`src/rtl/fence_sequencer.sv`:
```
// fence_sequencer
//   Holds a FENCE in decode until every store already issued to data memory
//   has been acknowledged, then lets the fence advance for one cycle. It also
//   keeps the outstanding-store count, back-pressures new stores when that
//   count is saturated, and records sticky overflow/underflow errors.
//
// Ports
//   i_clk           single clock, all state updates on the rising edge
//   i_rst           synchronous active-high reset
//   i_fence_ID      a FENCE is in decode
//   i_mem_write_ID  a store is in decode
//   i_store_issue   a store is issued to data memory this cycle
//   i_store_ack     data memory completes one store this cycle
//   i_flush_EX      taken branch/jump flush from execute
//   o_stall_F       hold fetch      (combinational)
//   o_stall_D       hold decode     (combinational)
//   o_flush_E       bubble execute  (combinational)
//   o_fence_busy    sequencer is not IDLE
//   o_outstanding   registered outstanding-store count
//   o_overflow      sticky: issue attempted at maximum count
//   o_underflow     sticky: ack received at zero count
module fence_sequencer #(
  parameter int CNT_W = 3
) (
  input  logic             i_clk,
  input  logic             i_rst,
  input  logic             i_fence_ID,
  input  logic             i_mem_write_ID,
  input  logic             i_store_issue,
  input  logic             i_store_ack,
  input  logic             i_flush_EX,
  output logic             o_stall_F,
  output logic             o_stall_D,
  output logic             o_flush_E,
  output logic             o_fence_busy,
  output logic [CNT_W-1:0] o_outstanding,
  output logic             o_overflow,
  output logic             o_underflow
);

  typedef enum logic [1:0] {
    S_IDLE    = 2'd0,
    S_DRAIN   = 2'd1,
    S_RELEASE = 2'd2
  } state_t;

  localparam logic [CNT_W-1:0] CNT_MAX  = '1;
  localparam logic [CNT_W-1:0] CNT_ZERO = '0;
  localparam logic [CNT_W-1:0] CNT_ONE  = CNT_W'(1);

  state_t           state_q, state_d;
  logic [CNT_W-1:0] cnt_q, cnt_d;
  logic             ovf_q, ovf_d;
  logic             unf_q, unf_d;
  logic             hold_s;
  logic             busy_s;
  logic             cnt_empty_s;
  logic             cnt_full_s;
  logic             fence_wait_s;

  assign cnt_empty_s = (cnt_q == CNT_ZERO);
  assign cnt_full_s  = (cnt_q == CNT_MAX);
  // A fence must wait if anything is still in flight, including a store
  // leaving for memory in this very cycle.
  assign fence_wait_s = i_fence_ID && (!cnt_empty_s || i_store_issue);

  // State, counter and sticky error registers with synchronous reset.
  always_ff @(posedge i_clk) begin
    if (i_rst) begin
      state_q <= S_IDLE;
      cnt_q   <= CNT_ZERO;
      ovf_q   <= 1'b0;
      unf_q   <= 1'b0;
    end else begin
      state_q <= state_d;
      cnt_q   <= cnt_d;
      ovf_q   <= ovf_d;
      unf_q   <= unf_d;
    end
  end

  // Outstanding-store counter: saturates at both ends and flags the error.
  always_comb begin
    cnt_d = cnt_q;
    ovf_d = ovf_q;
    unf_d = unf_q;
    if (i_store_issue && !i_store_ack) begin
      if (cnt_full_s) begin
        ovf_d = 1'b1;
      end else begin
        cnt_d = cnt_q + CNT_ONE;
      end
    end else if (i_store_ack && !i_store_issue) begin
      if (cnt_empty_s) begin
        unf_d = 1'b1;
      end else begin
        cnt_d = cnt_q - CNT_ONE;
      end
    end else begin
      cnt_d = cnt_q;
    end
  end

  // Next-state logic; a flush from execute aborts any pending fence.
  always_comb begin
    state_d = state_q;
    case (state_q)
      S_IDLE: begin
        if (fence_wait_s) begin
          state_d = S_DRAIN;
        end else begin
          state_d = S_IDLE;
        end
      end
      S_DRAIN: begin
        if (cnt_empty_s && !i_store_issue) begin
          state_d = S_RELEASE;
        end else begin
          state_d = S_DRAIN;
        end
      end
      S_RELEASE: state_d = S_IDLE;
      default:   state_d = S_IDLE;
    endcase
    if (i_flush_EX) begin
      state_d = S_IDLE;
    end else begin
      state_d = state_d;
    end
  end

  // Output logic: hold is zero-latency; reset and flush both force it low.
  always_comb begin
    hold_s = 1'b0;
    busy_s = 1'b0;
    if (i_rst || i_flush_EX) begin
      hold_s = 1'b0;
    end else begin
      case (state_q)
        S_IDLE:    hold_s = fence_wait_s ||
                            (i_mem_write_ID && cnt_full_s && !i_store_ack);
        S_DRAIN:   hold_s = 1'b1;
        S_RELEASE: hold_s = 1'b0;
        default:   hold_s = 1'b0;
      endcase
    end
    if (i_rst) begin
      busy_s = 1'b0;
    end else begin
      busy_s = (state_q != S_IDLE);
    end
  end

  assign o_stall_F     = hold_s;
  assign o_stall_D     = hold_s;
  assign o_flush_E     = hold_s;
  assign o_fence_busy  = busy_s;
  assign o_outstanding = cnt_q;
  assign o_overflow    = ovf_q;
  assign o_underflow   = unf_q;

endmodule

```
`config.mk`:
```
export PLATFORM = sky130hd
export DESIGN_NAME = fence_sequencer
export DESIGN_NICKNAME = d
export VERILOG_FILES = /design/src/rtl/fence_sequencer.sv
export SDC_FILE = /design/constraint.sdc
export NUM_CORES = 1
export LEC_CHECK = 0
export CORE_AREA = 3 3 40 42
export CTS_CLUSTER_DIAMETER = 40
export DETAILED_ROUTE_END_ITERATION = 6
export DIE_AREA = 0 0 43 45
export PLACE_DENSITY = 0.62
export REMOVE_ABC_BUFFERS = 1
export SLEW_MARGIN = 20
export SYNTH_ARGS = -nofsm -noshare
export SYNTH_HDL_FRONTEND = slang
export SYNTH_SLANG_ARGS = --single-unit
```
`constraint.sdc`:
```
create_clock -name i_clk -period 1.5 [get_ports i_clk]
set_clock_uncertainty 0.1 [all_clocks]
set_input_delay 0.15 -clock i_clk [delete_from_list [all_inputs] [get_ports i_clk]]
set_output_delay 0.15 -clock i_clk [all_outputs]
set_load 0.02 [all_outputs]
```
**After elaboration in Yosys (flattened, before gate mapping)**

Cells that the tools add are included.

- Flip-flop bits (word level): 7
- Logic and storage cells: 41
- Input bits: 7

- Multiplexer cells: 10
- Reductions and logical operators: 20
- $add $sub $neg: 2
- Bitwise operators: 1
- Equality and inequality tests: 4

Operators by type and width:

| cell | number |
|---|---|
| 3-bit 2-to-1 mux | 4 |
| 1-bit logical AND | 6 |
| 3-bit AND reduction | 2 |
| 2-bit one-hot mux with 2 select lines | 1 |
| 2-bit nonzero test | 2 |
| 3-bit by 1-bit adder with 3-bit output (second input constant) | 1 |
| 3-bit equality test (second input constant) | 1 |
| 1-bit logical NOT | 3 |
| 3-bit logical NOT | 1 |
| 1-bit logical OR | 3 |
| 1-bit 2-to-1 mux | 3 |
| 3-bit by 1-bit subtractor with 3-bit output (second input constant) | 1 |
| 2-bit by 1-bit equality test with 1-bit output (second input constant) | 1 |
| 2-bit logical NOT | 1 |
| 2-bit 2-to-1 mux | 1 |
| 2-bit by 1-bit != test with 1-bit output (second input constant) | 1 |
| 2-bit != test (second input constant) | 1 |
| 1-bit one-hot mux with 2 select lines | 1 |
| 2-bit AND reduction | 1 |
| 2-bit OR reduction | 1 |
| 1-bit inverter | 1 |

**Longest topological paths before layout**

Gate-level depths: netlist (run 1).

- Word-level depth: 7
- Gate-level depth with buffers: 8
- Mapped depth without buffers: 7

**Least setup slack after synthesis (run 1)**

OpenSTA, ideal clock, no wires.

- Kind: flip-flop to output port
- Start: register cnt_q[0], in the netlist o_outstanding[0]
- End: output o_stall_D
- Path buffers: 2
- Data required time: 1.250 ns
- Cell stages (with the launch flop): 7
- Setup slack: -0.464 ns
- Arrival: 1.714 ns
- Cell sequence: dfxtp_1 buf_2 nand3_1 nor3b_1 a21oi_1 a21oi_1 buf_4

- Cells in the longest elaborated chain, start to end: 7
- Elaborated cells on any way between the ends: 10
- Classes of those cells: 1 x eq/ne; 2 x mux; 7 x reduce/logical

Ends and longest elaborated chain:

| item | RTL line | source |
|---|---|---|
| start: declaration | 52 | `logic [CNT_W-1:0] cnt_q, cnt_d;` |
| start signal: assignment | 76 | `cnt_q <= cnt_d;` |
| 3-bit logical NOT | 61 | `assign cnt_empty_s = (cnt_q == CNT_ZERO);` |
| 1-bit logical NOT | 65 | `assign fence_wait_s = i_fence_ID && (!cnt_empty_s \|\| i_store_issue);` |
| 1-bit logical OR | 65 |  |
| 1-bit logical AND | 65 |  |
| 1-bit logical OR * | 140 | `S_IDLE: hold_s = fence_wait_s \|\|` |
| 1-bit one-hot mux with 2 select lines * | 139 | `case (state_q)` |
| 1-bit 2-to-1 mux * | 136 | `if (i_rst \|\| i_flush_EX) begin` |
| end: declaration | 33 | `output logic o_stall_D,` |

Mark *: on every way between the ends. The rest lies on a longest branch, timed or not.

**Final worst setup path (run 1)**

- Start: register cnt_q[1], in the netlist o_outstanding[1]
- End: output o_stall_F

- Cells in the longest elaborated chain, start to end: 7
- Elaborated cells on any way between the ends: 10
- Classes of those cells: 1 x eq/ne; 2 x mux; 7 x reduce/logical

Ends and longest elaborated chain:

| item | RTL line | source |
|---|---|---|
| 3-bit logical NOT | 61 |  |
| 1-bit logical NOT | 65 |  |
| 1-bit logical OR | 65 |  |
| 1-bit logical AND | 65 |  |
| 1-bit logical OR * | 140 |  |
| 1-bit one-hot mux with 2 select lines * | 139 |  |
| 1-bit 2-to-1 mux * | 136 |  |
| end: declaration | 32 | `output logic o_stall_F,` |

Marks and branches as above.

==> results of run 1 <==
-- cells in the final DEF, fill, tap and decap left out, drive strengths merged --
| master | netlist | layout |
|---|---|---|
| buf | 6 | 20 |
| nor2 | 10 | 10 |
| dfxtp | 7 | 7 |
| clkdlybuf4s50 | 0 | 6 |
| dlygate4sd2 | 0 | 5 |
| clkbuf | 0 | 5 |
| nor3 | 4 | 4 |
| a21oi | 4 | 4 |
| o21ai | 3 | 3 |
| inv | 3 | 3 |
| nand3 | 2 | 2 |
| a211oi | 2 | 2 |
| nor2b | 1 | 1 |
| nor4 | 1 | 1 |
| nor3b | 1 | 1 |
| or3 | 1 | 1 |
| nand2b | 1 | 1 |
| and2b | 1 | 1 |
| a211o | 1 | 1 |
| a22oi | 1 | 1 |
| o211ai | 1 | 1 |
| nand2 | 1 | 1 |
| o22ai | 1 | 1 |
| a31oi | 1 | 1 |
| a2111oi | 1 | 1 |
| a41oi | 1 | 1 |
| fa | 1 | 1 |
-- stage by stage --
stage	TNS [ns]	power (uW)	util	setup WS [ns]
after floorplan	-2.42	316	-	-0.677
after global placement	-3.25	425	0.513	-0.644
final	-0.547	634	0.585	-0.138
after global routing	-0.945	683	0.585	-0.208
after detailed placement	-3.42	428	0.513	-0.654
after CTS	-0.561	625	0.562	-0.156
-- power groups by stage --
stage	clock, uW	combinational (uW)	sequential (uW)
CTS	181	235	209
finish	172	250	213
global placement	0	216	209
detailed placement	0	218	210
global route	197	272	214
floorplan	0	81.2	235
-- state kept, by name, summed over array words and instances (netlist names) --
register       flops
o_outstanding      3
o_overflow         1
o_underflow        1
state_q            2
-- metal layers --
metal	part of all wire	wire [um]	global-route usage	vias to the layer above
li1	-	-	-	259
met1	0.44	596	0.174	240
met2	0.47	637	0.243	18
met3	0.071	97	0.0598	5
met4	0.024	33	0.108	0
met5	0	0	0	-
-- kinds of logic (layout without fill, tap and decap cells) --
group                    after synthesis  in the layout  synth area share
buffers and inverters                  9             39             0.146
flip-flops                             7              7             0.314
AO/OA/AOI/OAI                         16             16             0.247
adder cells (fa/ha/maj)                1              1            0.0448
AND/OR/NAND/NOR                       23             23             0.249
-- final timing paths --
check	from	depth (start not counted)	to
hold / removal	i_store_issue	5	o_outstanding[1]$_SDFFE_PP0P_
setup / recovery	o_outstanding[1]$_SDFFE_PP0P_	6	o_stall_F
hold reg to reg	o_overflow$_SDFFE_PP0P_	2	o_overflow$_SDFFE_PP0P_
setup reg to reg	o_outstanding[0]$_SDFFE_PP0P_	6	o_outstanding[1]$_SDFFE_PP0P_
-- worst reg2reg max path, cell delays in order (launching register included) --
cell and delay (ns):
dfxtp_4 0.36, buf_6 0.13, fa_2 0.54, nor2_1 0.04
a21oi_1 0.11, nor2_1 0.06, a211oi_1 0.16
-- timing repair --
action                                  in CTS  in global routing
gates resized for setup                     30                  8
buffers inserted                             3                  1
endpoints found under the setup margin       9                  5
gates cloned                                 0                  0
pin swaps                                   10                  3
-- layout make-up --
| class | instances | share of cell area |
|---|---|---|
| multi-input cells | 40 | 0.383 |
| repair buffers | 32 | 0.348 |
| flip-flops and latches | 7 | 0.195 |
| clock buffers | 4 | 0.0349 |
| well taps | 15 | 0.0250 |
| inverters | 3 | 0.0150 |
==> metrics, run 1 <==
Rel. slew slack=0.829; Critical Path RT=1.25 ns; multi-input logic area=288 um2; hold slack=between 0.3 and 0.4 ns; status=finished, violations left; area post-placement=659 um2; sequential share of power=0.336; Post-Syn Area=between 400 and 500 um2; Final Slew Violations=0; worst skew pair latency=~0.25 ns; post-DP HPWL=928 um; crit start category=flop; htree depth=1; CP top delay family=buffers and inverters; CP bufs+invs=3; die extent in x=~43 um; number of global-route vias before repair=470; Vias/cell=5.17; gpl congestion=about 0.71; commonest cells in the synthesized netlist=nor2_1 (10), dfxtp_1 (7), a21oi_1 (4), nor3_1 (4); internal power=approximately 430 uW; count leader, synth=nor2_1; core area=between 0.001 and 0.0015 mm2; sequential share of the synthesized area=0.314; CTS hold repair buffers=0; delay of the slowest cell on the worst path=about 0.34 ns; Storage cell area=between 100 and 150 um2; min Tclk post-route=1.64 ns; post-route design area=between 700 and 800 um2; cts bufs inserted=3; Layout area overhead=68.3%; Rows=13; crit-path most repeated cell=a21oi_2; first-pass GRT wire length=2060 um; #FFs+latches synth=7; sw frac=0.323; ANT nets after route=0; router iterations before antenna repair=4; Post-synth EDFFs=0; Worst setup EP type=output port; Worst Tran Pin Value=around 0.25 ns; Net Sw Power=between 200 and 250 uW; Avg Cell Area, Syn=7.98 um2; Routed Wire Length=approximately 1400 um; Synthesis Warnings=0; setup ws final=-0.138 ns; ant diodes=0; Worst VDD drop=~0.00045 V; Wirelength per Cell=around 14 um; fmax=about 610 MHz; critical path type=flop to output port; Vias=522; clock buffer depth=2; Total GRT Usage=0.155; post-synth top area share=0.314; GRT Residual Overflow=0; Post-Syn Instances=56; Total Die Area=between 0.0015 and 0.002 mm2; FFs w/ async S/R, synth=0; RSZ-0062 raised after global routing=true; failing checks=setup timing; layout cells sized above 1=0.430; setup slack, reg-to-reg=-0.08 ns; TritonCTS clock tree=done; Setup-failing EPs final=5; final hold violations=0; Num Clock Sinks=7; leakage=0.000331 uW; area leader, netlist=dfxtp_1; largest net degree at the start of global routing=9; largest fanout on the critical path=3; Final Non-Filler Cells=slightly above 100; antenna violations before repair=0; crit path DAT=1.39 ns; worst path cell trace=nor4_4 -> buf_4 -> inv_2 -> a21oi_2 -> a21oi_2 -> buf_2; 1st-iter DRT viols=16; Critical-path top delay cell=dfxtp_2; Comb pwr share=0.394; final worst-path cycle share=1.09; worst hold path type=input port to flop; Initial Util=0.348; Synth Flop Type=dfxtp_1; fill cell count=137; Yosys cell types=27; Total Nets Final=95; port buffer count=15; Area contributors post-synth=dfxtp_1 (31%), nor2_1 (8.4%), buf_4 (5.0%), a21oi_1 (4.5%), fa_1 (4.5%); # DRC=0; root buffer cell=clkbuf_4; Post-Place Cells=between 90 and 100; clk slew on worst S/H paths=approximately 0.050 ns; total of max-cap violations=0; power share of the clock group=0.271; DIE HEIGHT=45 um; Cell Pwr Density=roughly 840 mW/mm2; Ports=16
Power figures use the tool's default switching activity.
==> run 2: changes to the inputs <==
Settings changed: TNS_END_PERCENT set to 100.
==> results of run 2 <==
Same layout as run 1: the final DEF is identical, and so are final timing and power.
